## config.mk

```make
export PLATFORM = sky130hd
export DESIGN_NAME = uart_frame_ctrl
export DESIGN_NICKNAME = d
export VERILOG_FILES = /design/src/rtl/uart_frame_pkg.sv /design/src/rtl/frame_gap_timer.sv /design/src/rtl/uart_frame_ctrl.sv
export SDC_FILE = /design/constraint.sdc
export NUM_CORES = 1
export LEC_CHECK = 0
export BUFFER_PORTS_ARGS = -buffer_cell sky130_fd_sc_hd__buf_2
export CELL_PAD_IN_SITES_DETAIL_PLACEMENT = 1
export CELL_PAD_IN_SITES_GLOBAL_PLACEMENT = 1
export CORE_AREA = 2 2 101 103
export CTS_CLUSTER_DIAMETER = 120
export DETAILED_ROUTE_END_ITERATION = 10
export DIE_AREA = 0 0 103 105
export PLACE_DENSITY = 0.88
export SLEW_MARGIN = 20
export SYNTH_ARGS = -nofsm -noshare
export SYNTH_HDL_FRONTEND = slang
export SYNTH_SLANG_ARGS = --single-unit
export TNS_END_PERCENT = 10
```

## constraint.sdc

```tcl
create_clock -name Clk -period 3.7 [get_ports Clk]
set_input_delay 0.37 -clock Clk [delete_from_list [all_inputs] [get_ports Clk]]
set_output_delay 0.37 -clock Clk [all_outputs]
set_load 0.01 [all_outputs]
```

## src/rtl/uart_frame_pkg.sv

```systemverilog
// ---------------------------------------------------------------------------
// uart_frame_pkg
// Shared definitions for the UART configuration-frame controller.
//   frame_state_t  : parser FSM state encoding
//   DEF_HDR0/1     : default header bytes
//   DEF_TAIL       : default frame terminator byte
//   DEF_GAP_CYC    : default inter-byte timeout (1 ms at 50 MHz)
//   FRAME_LEN      : total bytes per frame (HDR0 HDR1 T3 T2 T1 T0 CTRL TAIL)
//   TIME_BYTES     : number of big-endian time bytes in a frame
// ---------------------------------------------------------------------------
package uart_frame_pkg;

    typedef enum logic [2:0] {
        ST_IDLE = 3'd0,
        ST_H1   = 3'd1,
        ST_TIME = 3'd2,
        ST_CTRL = 3'd3,
        ST_TAIL = 3'd4
    } frame_state_t;

    localparam logic [7:0]  DEF_HDR0    = 8'h55;
    localparam logic [7:0]  DEF_HDR1    = 8'hA5;
    localparam logic [7:0]  DEF_TAIL    = 8'hF0;
    localparam int unsigned DEF_GAP_CYC = 50000;

    localparam int unsigned FRAME_LEN   = 8;
    // Two header bytes, one control byte and one tail byte surround the time field.
    localparam int unsigned TIME_BYTES  = FRAME_LEN - 4;

endpackage

```

## src/rtl/frame_gap_timer.sv

```systemverilog
// ---------------------------------------------------------------------------
// frame_gap_timer
// Inter-byte silence timer for the frame parser.
//   clk     : system clock
//   reset   : synchronous active-high reset
//   clear   : restart the count (byte received, or parser idle)
//   enable  : count while a frame is in progress
//   expire  : high while the count sits at GAP_CYC-1 with no clear pending;
//             the parser acts on it at the following edge, so the abort lands
//             exactly GAP_CYC cycles after the last byte strobe
// ---------------------------------------------------------------------------
module frame_gap_timer #(
    parameter int unsigned GAP_CYC = 50000
) (
    input  logic clk,
    input  logic reset,
    input  logic clear,
    input  logic enable,
    output logic expire
);

    localparam int unsigned CW = (GAP_CYC > 1) ? $clog2(GAP_CYC) : 1;
    localparam logic [CW-1:0] LAST = CW'(GAP_CYC - 1);

    logic [CW-1:0] count;

    always_ff @(posedge clk) begin
        if (reset || clear) begin
            count <= '0;
        end else if (enable && (count != LAST)) begin
            // Saturate at LAST so a held-off parser never sees a wrapped count.
            count <= count + CW'(1);
        end
    end

    // A coincident clear (byte strobe) masks expiry: the byte wins.
    assign expire = enable && !clear && (count == LAST);

endmodule

```

## src/rtl/uart_frame_ctrl.sv

```systemverilog
// ---------------------------------------------------------------------------
// uart_frame_ctrl
// Parses 8-byte configuration frames from a UART byte receiver and commits
// an LED period and control byte on a well-formed frame.
// Frame: HDR0 HDR1 T3 T2 T1 T0 CTRL TAIL (time big-endian).
//   Clk        : system clock (50 MHz)
//   Reset      : synchronous active-high reset
//   rx_data    : received byte, valid while rx_done=1
//   rx_done    : one-cycle byte strobe
//   cfg_time   : committed LED period in Clk cycles
//   cfg_ctrl   : committed LED pattern/control byte
//   cfg_valid  : one-cycle pulse, one Clk after the tail strobe of a commit
//   frame_err  : one-cycle pulse on a rejected tail or inter-byte timeout
//   busy       : high whenever the parser is not idle
// ---------------------------------------------------------------------------
module uart_frame_ctrl
    import uart_frame_pkg::*;
#(
    parameter logic [7:0]  HDR0    = DEF_HDR0,
    parameter logic [7:0]  HDR1    = DEF_HDR1,
    parameter logic [7:0]  TAIL    = DEF_TAIL,
    parameter int unsigned GAP_CYC = DEF_GAP_CYC
) (
    input  logic        Clk,
    input  logic        Reset,
    input  logic [7:0]  rx_data,
    input  logic        rx_done,
    output logic [31:0] cfg_time,
    output logic [7:0]  cfg_ctrl,
    output logic        cfg_valid,
    output logic        frame_err,
    output logic        busy
);

    localparam logic [1:0] LAST_TIME_IDX = 2'(TIME_BYTES - 1);

    frame_state_t state;
    logic [1:0]   byte_cnt;
    logic [31:0]  shadow_time;
    logic [7:0]   shadow_ctrl;

    logic gap_clear;
    logic gap_enable;
    logic gap_expire;

    // The timer only runs mid-frame and restarts on every byte.
    assign gap_enable = (state != ST_IDLE);
    assign gap_clear  = rx_done || (state == ST_IDLE);

    frame_gap_timer #(
        .GAP_CYC (GAP_CYC)
    ) u_gap_timer (
        .clk    (Clk),
        .reset  (Reset),
        .clear  (gap_clear),
        .enable (gap_enable),
        .expire (gap_expire)
    );

    always_ff @(posedge Clk) begin
        if (Reset) begin
            state       <= ST_IDLE;
            byte_cnt    <= '0;
            shadow_time <= '0;
            shadow_ctrl <= '0;
            cfg_time    <= '0;
            cfg_ctrl    <= '0;
            cfg_valid   <= 1'b0;
            frame_err   <= 1'b0;
            busy        <= 1'b0;
        end else begin
            cfg_valid <= 1'b0;
            frame_err <= 1'b0;

            if (rx_done) begin
                unique case (state)
                    ST_IDLE: begin
                        if (rx_data == HDR0) begin
                            state <= ST_H1;
                            busy  <= 1'b1;
                        end
                    end

                    ST_H1: begin
                        if (rx_data == HDR1) begin
                            state    <= ST_TIME;
                            byte_cnt <= '0;
                        end else if (rx_data != HDR0) begin
                            // A repeated HDR0 keeps us here to resync.
                            state <= ST_IDLE;
                            busy  <= 1'b0;
                        end
                    end

                    ST_TIME: begin
                        shadow_time <= {shadow_time[23:0], rx_data};
                        byte_cnt    <= byte_cnt + 2'd1;
                        if (byte_cnt == LAST_TIME_IDX) begin
                            state <= ST_CTRL;
                        end
                    end

                    ST_CTRL: begin
                        shadow_ctrl <= rx_data;
                        state       <= ST_TAIL;
                    end

                    ST_TAIL: begin
                        if ((rx_data == TAIL) && (shadow_time != '0)) begin
                            cfg_time  <= shadow_time;
                            cfg_ctrl  <= shadow_ctrl;
                            cfg_valid <= 1'b1;
                        end else begin
                            frame_err <= 1'b1;
                        end
                        state <= ST_IDLE;
                        busy  <= 1'b0;
                    end

                    default: begin
                        state <= ST_IDLE;
                        busy  <= 1'b0;
                    end
                endcase
            end else if (gap_expire) begin
                // Silence mid-frame: drop the partial frame, outputs hold.
                state     <= ST_IDLE;
                busy      <= 1'b0;
                frame_err <= 1'b1;
            end
        end
    end

endmodule
```

==> Word level (Yosys, flattened, before mapping) <==
Cells that the tools add are included.
{ "word_totals": {"ff_bits": 104, "inputBits": 11, "out_inout_bits": 43, "wordCells": 72} }
{ "op_classes": {"addsub": 2, "n_eq_ne": 18, "muxes": 20, "bitwise_logic": 2, "n_reduce_logical": 20} }
{ "ops": {"columns": ["operator", "n"], "rows": [
  ["32-bit nonzero test", 1],
  ["3-bit two-way mux", 6],
  ["16-bit by 1-bit adder with 16-bit output, second input constant", 1],
  ["16-bit equality test, second input constant", 1],
  ["8-bit equality test, second input constant", 2],
  ["16-bit != test, second input constant", 1],
  ["3-bit one-hot mux with 4 select lines", 1],
  ["1-bit two-way mux", 10],
  ["3-bit != test, second input constant", 3],
  ["8-bit by 7-bit equality test with 1-bit output, second input constant", 1],
  ["8-bit by 7-bit != test with 1-bit output, second input constant", 1],
  ["3-bit by 2-bit equality test with 1-bit output, second input constant", 2],
  ["3-bit AND reduction", 2],
  ["5-bit AND reduction", 1],
  ["1-bit logical AND", 4],
  ["2-bit != test, second input constant", 2],
  ["4-bit != test, second input constant", 1],
  ["2-bit one-hot mux with 2 select lines", 1],
  ["2-bit AND reduction", 2],
  ["4-bit AND reduction", 1],
  ["2-bit nonzero test", 2],
  ["3-bit by 1-bit equality test with 1-bit output, second input constant", 1],
  ["3-bit equality test, second input constant", 1],
  ["3-bit zero test", 1],
  ["11 further kinds", 13]
]} }

==> Logic depth before layout (Yosys ltp) <==
{ "logic_depth": {"depth_word": 7, "mapped_depth": 7, "mapped_depth_nobuf": 5} }

==> By module <==
From an unflattened synthesis, not the netlist that was laid out.
{ "unflattened": {"cells_unflattened": 510, "area_unflattened_um2": 4604.4} }
{ "modules_own_cells": {"columns": ["module", "instances", "cells_per_inst", "area_per_inst_um2"], "rows": [
  ["uart_frame_ctrl", 1, 418, 3781.1],
  ["frame_gap_timer", 1, 92, 823.3]
]} }

==> Worst setup path after synthesis <==
Ideal clock, no wire load.
{ "synth_path": {"kind": "flip-flop to flip-flop", "from": "register u_gap_timer.count[4]", "to": "register u_gap_timer.count[15]", "arrival_ns": 1.752, "t_required_ns": 3.579, "slack_ns": 1.826, "path_stages_with_launch": 6, "period_less_slack_ns": 1.874, "path_cell_list": "dfxtp_1 > or4b_4 > nor4_4 > buf_6 > nor4b_2 > mux2_4"} }
{ "synth_via": {"elab_chain_cells": 2, "elab_cells_between_ends": 3, "classes_between": "1 x add/sub; 1 x eq/ne; 1 x reduce/logical"} }
{ "synth_lines": {"columns": ["element", "line", "text"], "rows": [
  ["start, declared", "frame_gap_timer.sv:25", "logic [CW-1:0] count;"],
  ["start signal, assigned", "frame_gap_timer.sv:32", "count <= count + CW'(1);"],
  ["branches (longest 2 deep; another with 16-bit by 1-bit adder with 16-bit output)", null, null]
]} }
Several ways; the timed one is not identified.
A chain may end at the register's enable or synchronous reset.

==> Final worst setup path <==
{ "layout_path": {"from": "register u_gap_timer.count[3]", "to": "register u_gap_timer.count[8]"} }
Same word-level chain as after synthesis.

==> impl_metrics.toml <==
[final_layout]
nNetsFinal = 571
finalNonFillerCells = 696
drive_gt1_frac = 0.162
fin_util = 0.515
area_delta_synth_final_pct = 11.6
layout_common_cells = "167 x nand2_1, 104 x dfxtp_1, 55 x a21oi_1"
antenna_cells = 0
layout.cells.most_common = "nand2_1"

[job]
cap_violations = 0

[clock_tree]
ctsResizeCount = 0
clkLatencyLatePin_ns = 0.40
path_clk_slew_ns = 0.11
cts_sinks = 104
holdBufCountCts = 0
cts_tree = "built"
post-cts-setup-buffers = 0
cts_max_path_buffers = 2
htree_levels = 3
numCtsBuffers = 9
root_buffer = "clkbuf_8"

[pwr]
p_int_uw = 1390
leakage_uw = 0.00168
pwr-share-seq = 0.596
power_frac_clock = 0.380
power_frac_comb = 0.024
powerDensity_nw_per_um2 = 378
p_sw_uw = 484
irDropWorstVdd_mv = 0.178
switching_share = 0.258

[drt]
drtIter0Drc = 154
antenna_left = 0
via_per_inst = 5.61
routed_wl_um = 11800
post-route-drc-count = 0
dr.pass1.iters = 4
num_vias = 3906
wl_per_cell_um = 16.9

[sta]
fin_setup_tns_ns = 0
fin_crit_ns = 2.52
final-hold-violation-count = 0
fmax_mhz = 396
setup_viol = 0
worst_pin_slew_ns = 1.03
worst_clock_skew_ns = 0.0202
finalCritPeriodShare = 0.682
rsz0062_at_grt = "false"
slew_headroom = 0.309
holdWs_ns = 0.256
slew_violations = 0

[synth]
ys_ff_latch = 104
synth-main-ff-cell = "dfxtp_1"
yosysSeqAreaShare = 0.468
synth-edff-count = 0
ys_types = 43
syn_nets = 537
syn_inst = 524
async_flop_share = 0
syn_area_um2 = 4450
avgSynthCellArea_um2 = 8.49
yosysWarningCount = 0

[worst_hold_path]
min_path_type = "in2reg"

[global_route]
grt_pass1_wl_um = 19800
grt_max_degree = 47
antenna_found_initial = 0
track_usage = 0.227
grt-ovfl-total = 0
grt_pass1_vias = 4057

[die]
start_util = 0.462
fp.dieW_um = 103
die-area_um2 = 10800
num_rows = 36
design.core.area_um2 = 9640
num_io_pins = 54
die_h_um = 105

[critical_path]
end_kind = "register"
required_ns = 3.95
critPathSlowestCell = "nor4_4"
start_kind = "register"
crit_chain = "or4b_4 > nor4_4 > buf_4 > or4_1 > a21oi_2"
critPathKind = "reg2reg"
slowest_delay_ns = 0.91
critPathMaxFanout = 23
cp.arrival_ns = 2.78

[placed_design]
placed_cells = 680
gp_congestion = 0.833
detailed_place_hpwl_um = 7960
io_buffers = 53

[outcome]
status = "finished clean"
==> flip-flops by register name, summed over array words and instances, names as in the netlist <==
name and count:
u_gap_timer.count 16, cfg_time 32, shadow_ctrl 8, shadow_time 32
state 3, byte_cnt 2, busy 1, cfg_ctrl 8
cfg_valid 1, frame_err 1
==> layout make-up <==
cell class,instances,area [um2]
clock buffer,9,124
clock inverter,7,75.1
fill,1197,4670
inverter,6,22.5
multi-input combinational,377,2180
sequential,104,2080
tap,133,166
timing repair buffer,60,318
==> stage by stage <==
step | power (uW) | cell area [um2] | setup slack, ns
3_5_place_dp | 1190 | 4770 | 1.19
6_report | 1880 | 4970 | 1.18
3_3_place_gp | 1190 | 4770 | 1.28
5_1_grt | 1940 | 4970 | 0.991
4_1_cts | 1900 | 4970 | 1.18
2_1_floorplan | 1170 | 4450 | 1.83
==> routing by layer <==
| metal | up-vias | GRT usage | share of wire |
|---|---|---|---|
| met5 | - | 0 | 0 |
| met4 | 0 | 0.0846 | 0.025 |
| met3 | 26 | 0.0488 | 0.038 |
| met2 | 82 | 0.389 | 0.52 |
| met1 | 1899 | 0.274 | 0.42 |
| li1 | 1899 | - | - |
==> power groups by stage <==
stage                     Clock (uW)  Sequential, uW  Combinational, uW
after CTS                        732            1120               44.9
final                            714            1120               45.1
after global placement             0            1140               43.8
after floorplan                    0            1140               27.8
after detailed placement           0            1140               44.2
after global routing             776            1120               49.2
==> kinds of logic (layout without fill, tap and decap cells) <==
group	Yosys count	in the layout	synth area share
AO/OA/AOI/OAI	88	88	0.122
adder cells (fa/ha/maj)	2	2	0.00562
buffers and inverters	43	82	0.0453
flip-flops	104	104	0.468
multiplexers	42	42	0.0956
AND/OR/NAND/NOR	245	245	0.263
==> worst max-delay path: cells and delay by family, from the launching register on <==
kind	cells	cell delay [ns]
flip-flops	1	0.47
AND/OR/NAND/NOR	3	1.59
AO/OA/AOI/OAI	1	0.05
buffers and inverters	1	0.29
==> cell usage after synthesis (3+ instances only) <==
cell type	n	area (um2)
nor3_1	4	20.0
nor4_1	10	62.6
a211oi_1	3	22.5
clkbuf_1	27	101
or3_1	3	18.8
nor2_1	3	11.3
inv_1	6	22.5
nand3_1	15	75.1
o31ai_1	12	90.1
nand4_1	7	43.8
a21oi_2	6	52.6
buf_2	7	35.0
mux2i_1	41	410
and4_1	5	43.8
a21oi_1	55	275
o21a_1	3	22.5
and3_1	3	18.8
nand2_1	167	627
dfxtp_1	104	2080
or4_1	13	97.6
==> path summary, 6_finish.rpt <==
kind / slack [ns] / to / startpoint / depth (start not counted)
worst min register to register: 0.47 / cfg_time[31]$_SDFFE_PP0P_ / cfg_time[31]$_SDFFE_PP0P_ / 2
worst min-delay path: 0.26 / shadow_time[1]$_SDFFE_PP0P_ / rx_data[1] / 3
worst max register to register: 1.18 / u_gap_timer.count[8]$_SDFFE_PP0P_ / u_gap_timer.count[3]$_SDFFE_PP0P_ / 5
worst max-delay path: 1.18 / u_gap_timer.count[8]$_SDFFE_PP0P_ / u_gap_timer.count[3]$_SDFFE_PP0P_ / 5
(Power assumes the default switching activity.)
